[config.mk]
export PLATFORM = sky130hd
export DESIGN_NAME = lcd_text_buf
export DESIGN_NICKNAME = d
export VERILOG_FILES = /design/src/rtl/lcd_pkg.sv /design/src/rtl/lcd_char_ram.sv /design/src/rtl/lcd_text_buf.sv
export SDC_FILE = /design/constraint.sdc
export NUM_CORES = 1
export LEC_CHECK = 0
export BUFFER_PORTS_ARGS = -buffer_cell sky130_fd_sc_hd__buf_2
export CELL_PAD_IN_SITES_DETAIL_PLACEMENT = 0
export CELL_PAD_IN_SITES_GLOBAL_PLACEMENT = 1
export CORE_ASPECT_RATIO = 2
export CORE_MARGIN = 4
export CORE_UTILIZATION = 57
export CTS_CLUSTER_SIZE = 8
export DETAILED_ROUTE_END_ITERATION = 16
export PLACE_DENSITY = 0.87
export SYNTH_ARGS = -nofsm -noshare
export SYNTH_HDL_FRONTEND = slang
export SYNTH_HIERARCHICAL = 1
export SYNTH_SLANG_ARGS = --single-unit
[constraint.sdc]
create_clock -name clk -period 17.9 [get_ports clk]
set_input_delay 3.58 -clock clk [delete_from_list [all_inputs] [get_ports clk]]
set_output_delay 3.58 -clock clk [all_outputs]
set_load 0.02 [all_outputs]
[src/rtl/lcd_pkg.sv]
// Shared types and defaults for the LCD text buffer.
// Cells are stored row-major; cell_idx gives the flat index.
package lcd_pkg;

  typedef enum logic [1:0] {
    IDLE,
    LOAD,
    REQ
  } state_t;

  localparam int LCD_COL_W  = 6;
  localparam int LCD_ROW_W  = 1;
  localparam int LCD_CHAR_W = 8;

  localparam logic [7:0] LCD_BLANK = 8'h20;

  function automatic int cell_idx(
    input int row,
    input int col,
    input int cols
  );
    return row * cols + col;
  endfunction

endpackage

[src/rtl/lcd_char_ram.sv]
// Character cell store: flop array, async reset to blank,
// one synchronous write port and one combinational read port.
module lcd_char_ram
  import lcd_pkg::*;
#(
  parameter int ROWS   = 2,
  parameter int COLS   = 16,
  parameter int COL_W  = LCD_COL_W,
  parameter int ROW_W  = LCD_ROW_W,
  parameter int CHAR_W = LCD_CHAR_W,
  parameter logic [CHAR_W-1:0] BLANK = LCD_BLANK
) (
  input  logic              clk,
  input  logic              rst,
  input  logic              wr_en,
  input  logic [ROW_W-1:0]  wr_row,
  input  logic [COL_W-1:0]  wr_col,
  input  logic [CHAR_W-1:0] wr_char,
  input  logic [ROW_W-1:0]  rd_row,
  input  logic [COL_W-1:0]  rd_col,
  output logic [CHAR_W-1:0] rd_char
);

  localparam int N     = ROWS * COLS;
  localparam int IDX_W = (N > 1) ? $clog2(N) : 1;
  localparam int DEPTH = 1 << IDX_W;

  logic [CHAR_W-1:0] mem [DEPTH];

  logic             wr_ok;
  logic             rd_ok;
  logic [IDX_W-1:0] wr_idx;
  logic [IDX_W-1:0] rd_idx;

  assign wr_ok = wr_en
    && (32'(wr_row) < ROWS)
    && (32'(wr_col) < COLS);

  assign rd_ok = (32'(rd_row) < ROWS)
    && (32'(rd_col) < COLS);

  assign wr_idx = IDX_W'(cell_idx(
    32'(wr_row), 32'(wr_col), COLS));

  assign rd_idx = IDX_W'(cell_idx(
    32'(rd_row), 32'(rd_col), COLS));

  always_ff @(posedge clk or posedge rst) begin
    if (rst) begin
      for (int i = 0; i < DEPTH; i++) begin
        mem[i] <= BLANK;
      end
    end else if (wr_ok) begin
      mem[wr_idx] <= wr_char;
    end
  end

  assign rd_char = rd_ok ? mem[rd_idx] : BLANK;

endmodule

[src/rtl/lcd_text_buf.sv]
// Screen buffer front end: streams every cell to the LCD
// driver over a rq/ack handshake, on demand or when dirty.
module lcd_text_buf
  import lcd_pkg::*;
#(
  parameter int ROWS   = 2,
  parameter int COLS   = 16,
  parameter int COL_W  = LCD_COL_W,
  parameter int ROW_W  = LCD_ROW_W,
  parameter int CHAR_W = LCD_CHAR_W,
  parameter logic [CHAR_W-1:0] BLANK = LCD_BLANK
) (
  input  logic              clk,
  input  logic              rst,
  input  logic              wr_en,
  input  logic [ROW_W-1:0]  wr_row,
  input  logic [COL_W-1:0]  wr_col,
  input  logic [CHAR_W-1:0] wr_char,
  input  logic              refresh,
  input  logic              auto_mode,
  input  logic              ack_lcd,
  output logic              rq_lcd,
  output logic [ROW_W-1:0]  lcd_row,
  output logic [COL_W-1:0]  lcd_column,
  output logic [CHAR_W-1:0] lcd_char,
  output logic              busy,
  output logic              done
);

  state_t            state;
  logic [ROW_W-1:0]  p_row;
  logic [COL_W-1:0]  p_col;
  logic              dirty;
  logic              pending;
  logic              wr_ok;
  logic              start;
  logic              last;
  logic              col_end;
  logic [CHAR_W-1:0] rd_char;

  lcd_char_ram #(
    .ROWS   (ROWS),
    .COLS   (COLS),
    .COL_W  (COL_W),
    .ROW_W  (ROW_W),
    .CHAR_W (CHAR_W),
    .BLANK  (BLANK)
  ) u_ram (
    .clk     (clk),
    .rst     (rst),
    .wr_en   (wr_en),
    .wr_row  (wr_row),
    .wr_col  (wr_col),
    .wr_char (wr_char),
    .rd_row  (p_row),
    .rd_col  (p_col),
    .rd_char (rd_char)
  );

  assign wr_ok = wr_en
    && (32'(wr_row) < ROWS)
    && (32'(wr_col) < COLS);

  assign start = refresh || pending
    || (auto_mode && dirty);

  assign col_end = (32'(p_col) == COLS - 1);
  assign last    = col_end
    && (32'(p_row) == ROWS - 1);

  always_ff @(posedge clk or posedge rst) begin
    if (rst) begin
      state      <= IDLE;
      p_row      <= '0;
      p_col      <= '0;
      dirty      <= 1'b0;
      pending    <= 1'b0;
      rq_lcd     <= 1'b0;
      lcd_row    <= '0;
      lcd_column <= '0;
      lcd_char   <= BLANK;
      busy       <= 1'b0;
      done       <= 1'b0;
    end else begin
      done <= 1'b0;
      unique case (state)
        IDLE: begin
          if (start) begin
            state   <= LOAD;
            p_row   <= '0;
            p_col   <= '0;
            pending <= 1'b0;
            dirty   <= 1'b0;
            busy    <= 1'b1;
          end
        end
        LOAD: begin
          lcd_row    <= p_row;
          lcd_column <= p_col;
          lcd_char   <= rd_char;
          rq_lcd     <= 1'b1;
          state      <= REQ;
        end
        REQ: begin
          if (ack_lcd) begin
            rq_lcd <= 1'b0;
            if (last) begin
              done  <= 1'b1;
              busy  <= 1'b0;
              state <= IDLE;
            end else begin
              if (col_end) begin
                p_col <= '0;
                p_row <= p_row + ROW_W'(1);
              end else begin
                p_col <= p_col + COL_W'(1);
              end
              state <= LOAD;
            end
          end
        end
        default: state <= IDLE;
      endcase
      // Placed after the case so a write beats the start clear.
      if (wr_ok) begin
        dirty <= 1'b1;
      end
      if (refresh && state != IDLE) begin
        pending <= 1'b1;
      end
    end
  end

endmodule

# Word level (Yosys, flattened, before mapping)
# Index checks and enable logic that the tools add are counted.
totals:
  regBits: 285
  latchBits: 0
  ram_bits: 0
  mem_bits_ro: 0
  input_bits: 21
  output_inout_bits: 18
  wordCells: 117
  mem_count: 0
classes:
  addsub: 4
  multipliers: 0
  div: 0
  magnitude_cmp: 5
  n_eq_ne: 8
  shift: 0
  mux: 33
  n_bitwise: 2
  n_reduce_logical: 22
op_table:
  columns: ["cell", "n"]
  rows:
  - ["bitwise mux 256 bit", 1]
  - ["binary-select mux 8 bit (select 5 bit)", 1]
  - ["demux 8 bit (select 5 bit)", 1]
  - ["two-way mux 8 bit", 4]
  - ["two-way mux 6 bit", 4]
  - ["two-way mux 1 bit", 15]
  - ["nonzero test 2 bit", 7]
  - [">= comparator 6 bit, second input constant", 2]
  - ["less-than comparator 6 x 5 -> 1 bit, second input constant", 2]
  - ["inverter 5 -> 6 bit", 2]
  - ["case mux 6 bit (2 select lines)", 1]
  - ["adder 5 bit", 2]
  - ["!= test 2 bit, second input constant", 5]
  - ["AND reduction 2 bit", 4]
  - ["AND reduction 4 bit", 2]
  - ["adder 6 x 1 -> 6 bit, second input constant", 1]
  - ["== test 6 x 4 -> 1 bit, second input constant", 1]
  - ["less-than comparator 6 x 1 -> 1 bit, second input constant", 1]
  - ["case mux 1 bit (2 select lines)", 3]
  - ["case mux 2 bit (3 select lines)", 1]
  - ["logical AND 1 bit", 5]
  - ["AND reduction 5 bit", 1]
  - ["two-way mux 2 bit", 2]
  - ["== test 2 x 1 -> 1 bit, second input constant", 1]
  - ["4 further kinds", 5]

# Longest topological paths before layout
logic_depth:
  depth_word: 7
  ltp_mapped: 8
  mapped_depth_nobuf: 5

# By module
# Netlist, hierarchy kept.
modules_own_cells:
  columns: ["module", "instances", "cells_per_inst", "area_each_um2", "seq_area_each_um2"]
  rows:
  - ["lcd_char_ram", 1, 771, 11965.2, 6446.2]
  - ["lcd_text_buf", 1, 103, 1255.0, 726.9]

# Least setup slack after synthesis
# No wires, ideal clock.
synth_path:
  kind: "input port to flip-flop"
  from: "in wr_col[2]"
  to: "reg u_ram/mem[208] (netlist bit)"
  setup_ps: 125
  arrival_time_ps: 4811
  required_time_ps: 17775
  path_slack_ps: 12965
  path_stages: 5
  n_path_buf: 1
  path_cell_list: "clkbuf_1 > nor2b_1 > nand2_1 > nor2_2 > mux2_2"
synth_via:
  elab_chain_len: 7
  word_cells_on_any_way: 10
  cone_classes: "add/sub (1); order compare (3); mux (3); bitwise (1); reduce/logical (2)"
synth_lines:
  columns: ["element", "line", "text"]
  rows:
  - ["start: declaration", "lcd_text_buf.sv:17", "input logic [COL_W-1:0] wr_col,"]
  - ["adder 5 bit", "lcd_pkg.sv:22", "return row * cols + col;"]
  - ["inverter 5 -> 6 bit (implied by the code)", "lcd_char_ram.sv:54", "mem[wr_idx] <= wr_char;"]
  - [">= comparator 6 bit (implied by the code) / less-than comparator 6 x 1 -> 1 bit (equally long branches)", "lcd_char_ram.sv:54", null]
  - ["logical AND 1 bit (implied by the code)", "lcd_char_ram.sv:54", null]
  - ["two-way mux 8 bit (implied by the code)", "lcd_char_ram.sv:54", null]
  - ["demux 8 bit (select 5 bit)", "lcd_char_ram.sv:54", null]
  - ["bitwise mux 256 bit", "lcd_char_ram.sv:54", null]
  - ["end signal: indexed assignment", "lcd_char_ram.sv:54", null]
  - ["end: declaration", "lcd_char_ram.sv:28", "logic [CHAR_W-1:0] mem [DEPTH];"]
# Several ways; a longest one is shown, not always the timed one.
# A chain may end at the register's enable or synchronous reset.

==> run metrics <==
Relative slew margins=27.9%; initial antenna violation count=0; first-pass GRT wire length=48200 um; Tightest Hold Check Type=reg -> reg; clk root buf=clkbuf_16; largest net degree at the start of global routing=117; clk_lat worst skew=520 ps; fraction of registers with async set/reset=100%; Port Buffers=38; Worst-path clk slew=50 ps; DRT Wirelength=30500 um; share of cells above drive strength 1=51.2%; hold buffers post-CTS=0; Initial Util=58.1%; status=finished, final reports clean; number of synthesized flops with an enable pin=0; hold depth=2; area leader, netlist=dfrtp_1; die outline height=223 um; Clock Skews=11.7 ps; Area Growth Syn to Fin=11.7%; Max VDD drop=0.000104 V; R2R setup slack=14720 ps; post-CTS setup buffer count=0; Syn Inst Count=874; fill count=1660; CP Class=in -> async; reg2reg start=p_col[1]$_DFFE_PP0P_; Avg Cell Area, Syn=15.1 um^2; Fmax achieved=0.181 GHz; CP startpoint kind=input port; worst-path fanout max=116; Ys Warns=6; Final #Nets=926; wire length per cell=25.1 um; Primary FF master, synth=dfrtp_1; Reg area=0.00718 mm^2; synth unique cells=50; Yosys reg bits=285; CTS sink cnt=285; post-layout util=65.0%; Leak=6.78 nW; Area after DPL=0.0136 mm^2; Detailed Place HPWL=20100 um; CTS H-tree lvls=2; Post-Route Setup TNS=0 ps; Post-Syn Area=0.0132 mm^2; Hold Path End=pending$_DFFE_PP0P_; minimum clock period=5540 ps; CTS resizes=0; cells taking the most area after synthesis=dfrtp_1 (48%), mux2_2 (23%), mux4_2 (9.7%); routed via count=7720; clock buffer count from CTS=41; sequential fraction of the synthesis area=54.3%; Routability Congestion=0.885; Final ANT Viol Nets=0; Reg-to-Reg End=lcd_char[4]$_DFFE_PP0P_; final setup fails=0; GRT Total Usage=24.6%; DRC=0; Crit. End Element=asynchronous set/reset pin; top-area cell type share of the netlist area=47.7%; final instance area=0.0148 mm^2; vias in the first global route=8348; hold_sp=pending$_DFFE_PP0P_; DR iter-0 viols=599; CTS Buffer Depth=3; FP Rows=78; ant diodes=0; reg2reg path depth=6; Die X=116 um; Slew Limit Fails=0; syn_nets=896; Final Hold Fails=0; DR vias/cell=6.34; final period utilization=30.9%; crit path DAT=6040 ps; Core Box Area=0.0227 mm^2; final global-route overflow total=0; power per cell area=127 mW/mm^2; multi-input logic area=0.00574 mm^2; RSZ-0062 raised after global routing=false; Slew @ Worst Pin=1080 ps; Initial DRT Pass Iterations=5; number of top-level pins=39; max_cap viols=0; critical path required time=18400 ps; CTS tree=done; Die ar.=0.0258 mm^2
## Yosys cell counts (2+ instances only)
| cell | instances |
|---|---|
| nand2b_1 | 4 |
| nor2_4 | 9 |
| and2_1 | 4 |
| mux4_1 | 5 |
| buf_4 | 2 |
| buf_6 | 2 |
| clkbuf_1 | 35 |
| nor3_1 | 2 |
| o221ai_1 | 2 |
| o21ai_0 | 12 |
| or2_2 | 2 |
| nand4b_1 | 2 |
| and3_1 | 9 |
| a21oi_1 | 11 |
| dfrtp_1 | 252 |
| buf_1 | 2 |
| o22ai_1 | 2 |
| mux2i_1 | 28 |
| mux2_2 | 271 |
| nand3_1 | 6 |
| nor2_1 | 18 |
| nand2_1 | 34 |
| dfstp_2 | 33 |
| inv_1 | 11 |
| a21o_1 | 2 |
| buf_2 | 17 |
| mux4_2 | 57 |
| a221oi_1 | 7 |
| nor2_2 | 7 |
| nor2b_1 | 6 |
## layout by cell type, fill, tap and decap left out, types with 9 or more instances in the layout
cell	n
nor2_1	18
mux2_2	271
a21oi_1	11
clkbuf_16	43
o21ai_0	12
mux4_2	57
buf_2	38
nor2_4	9
inv_1	10
nand2_1	34
dfstp_2	33
mux2i_1	28
dfrtp_1	249
clkbuf_1	31
and3_1	9
## layout make-up
| cell class | instances | share of cell area [%] |
|---|---|---|
| repair buffers | 45 | 1.64 |
| clock buffers | 74 | 8.07 |
| clock inverters | 2 | 0.0932 |
| flip-flops and latches | 285 | 48.6 |
| inverters | 11 | 0.330 |
| multi-input cells | 520 | 38.9 |
| well taps | 280 | 2.37 |
## how the worst max path moves through the flow
stage / from / to / slack, ps / cells after the start
after global placement: rst / u_ram/mem[194]$_DFFE_PP0P_ / 11910 / 4
after global routing: rst / u_ram/mem[211]$_DFFE_PP0P_ / 11890 / 4
after detailed placement: rst / u_ram/mem[218]$_DFFE_PP0P_ / 11730 / 4
final: rst / u_ram/mem[208]$_DFFE_PP0P_ / 12360 / 4
after floorplan: rst / u_ram/mem[0]$_DFFE_PP0P_ / 7330 / 1
after CTS: rst / u_ram/mem[107]$_DFFE_PP0P_ / 12290 / 4
## where the power goes
part	internal [W]	total, W	switching (W)
Clock	0.000446	0.000715	0.000270
Combinational	0.000181	0.000379	0.000198
Sequential	0.000724	0.000789	0.0000650
Total	0.00135	0.00188	0.000533
## logic make-up after synthesis
| group | share of synthesized area [%] |
|---|---|
| AO/OA/AOI/OAI | 2.40 |
| XOR/XNOR | 0.312 |
| buffers and inverters | 2.29 |
| AND/OR/NAND/NOR | 4.62 |
| multiplexers | 36.0 |
| flip-flops | 54.3 |
| adder cells (fa/ha/maj) | 0.0946 |
## layer usage
layer | up-vias | share of wire [%] | GRT usage [%]
met5 | - | 0 | 0
met4 | 0 | 4.7 | 11.0
met3 | 80 | 4.1 | 3.34
met2 | 231 | 54 | 43.0
met1 | 4119 | 37 | 29.9
li1 | 3290 | - | -
## sequential cells by signal, indices dropped and copies added (netlist names)
register / count
rq_lcd: 1
state: 2
done: 1
lcd_row: 1
u_ram/mem: 256
p_col: 6
pending: 1
busy: 1
lcd_column: 6
p_row: 1
dirty: 1
lcd_char: 8
## through the flow
stage / cells / hold slack [ps] / worst slack, ps / power, W
floorplan: 874 / 465 / 7330 / 0.00107
global placement: 1141 / 480 / 11910 / 0.00116
detailed placement: 1141 / 486 / 11730 / 0.00118
CTS: 1217 / 496 / 12290 / 0.00190
global route: 1217 / 515 / 11890 / 0.00196
finish: 1217 / 491 / 12360 / 0.00188
## worst max-delay path, stage by stage
cell and delay [ps]:
buf_2 140, inv_8 540, buf_4 740, buf_4 890
No activity file was read; power rests on OpenSTA's default activity.
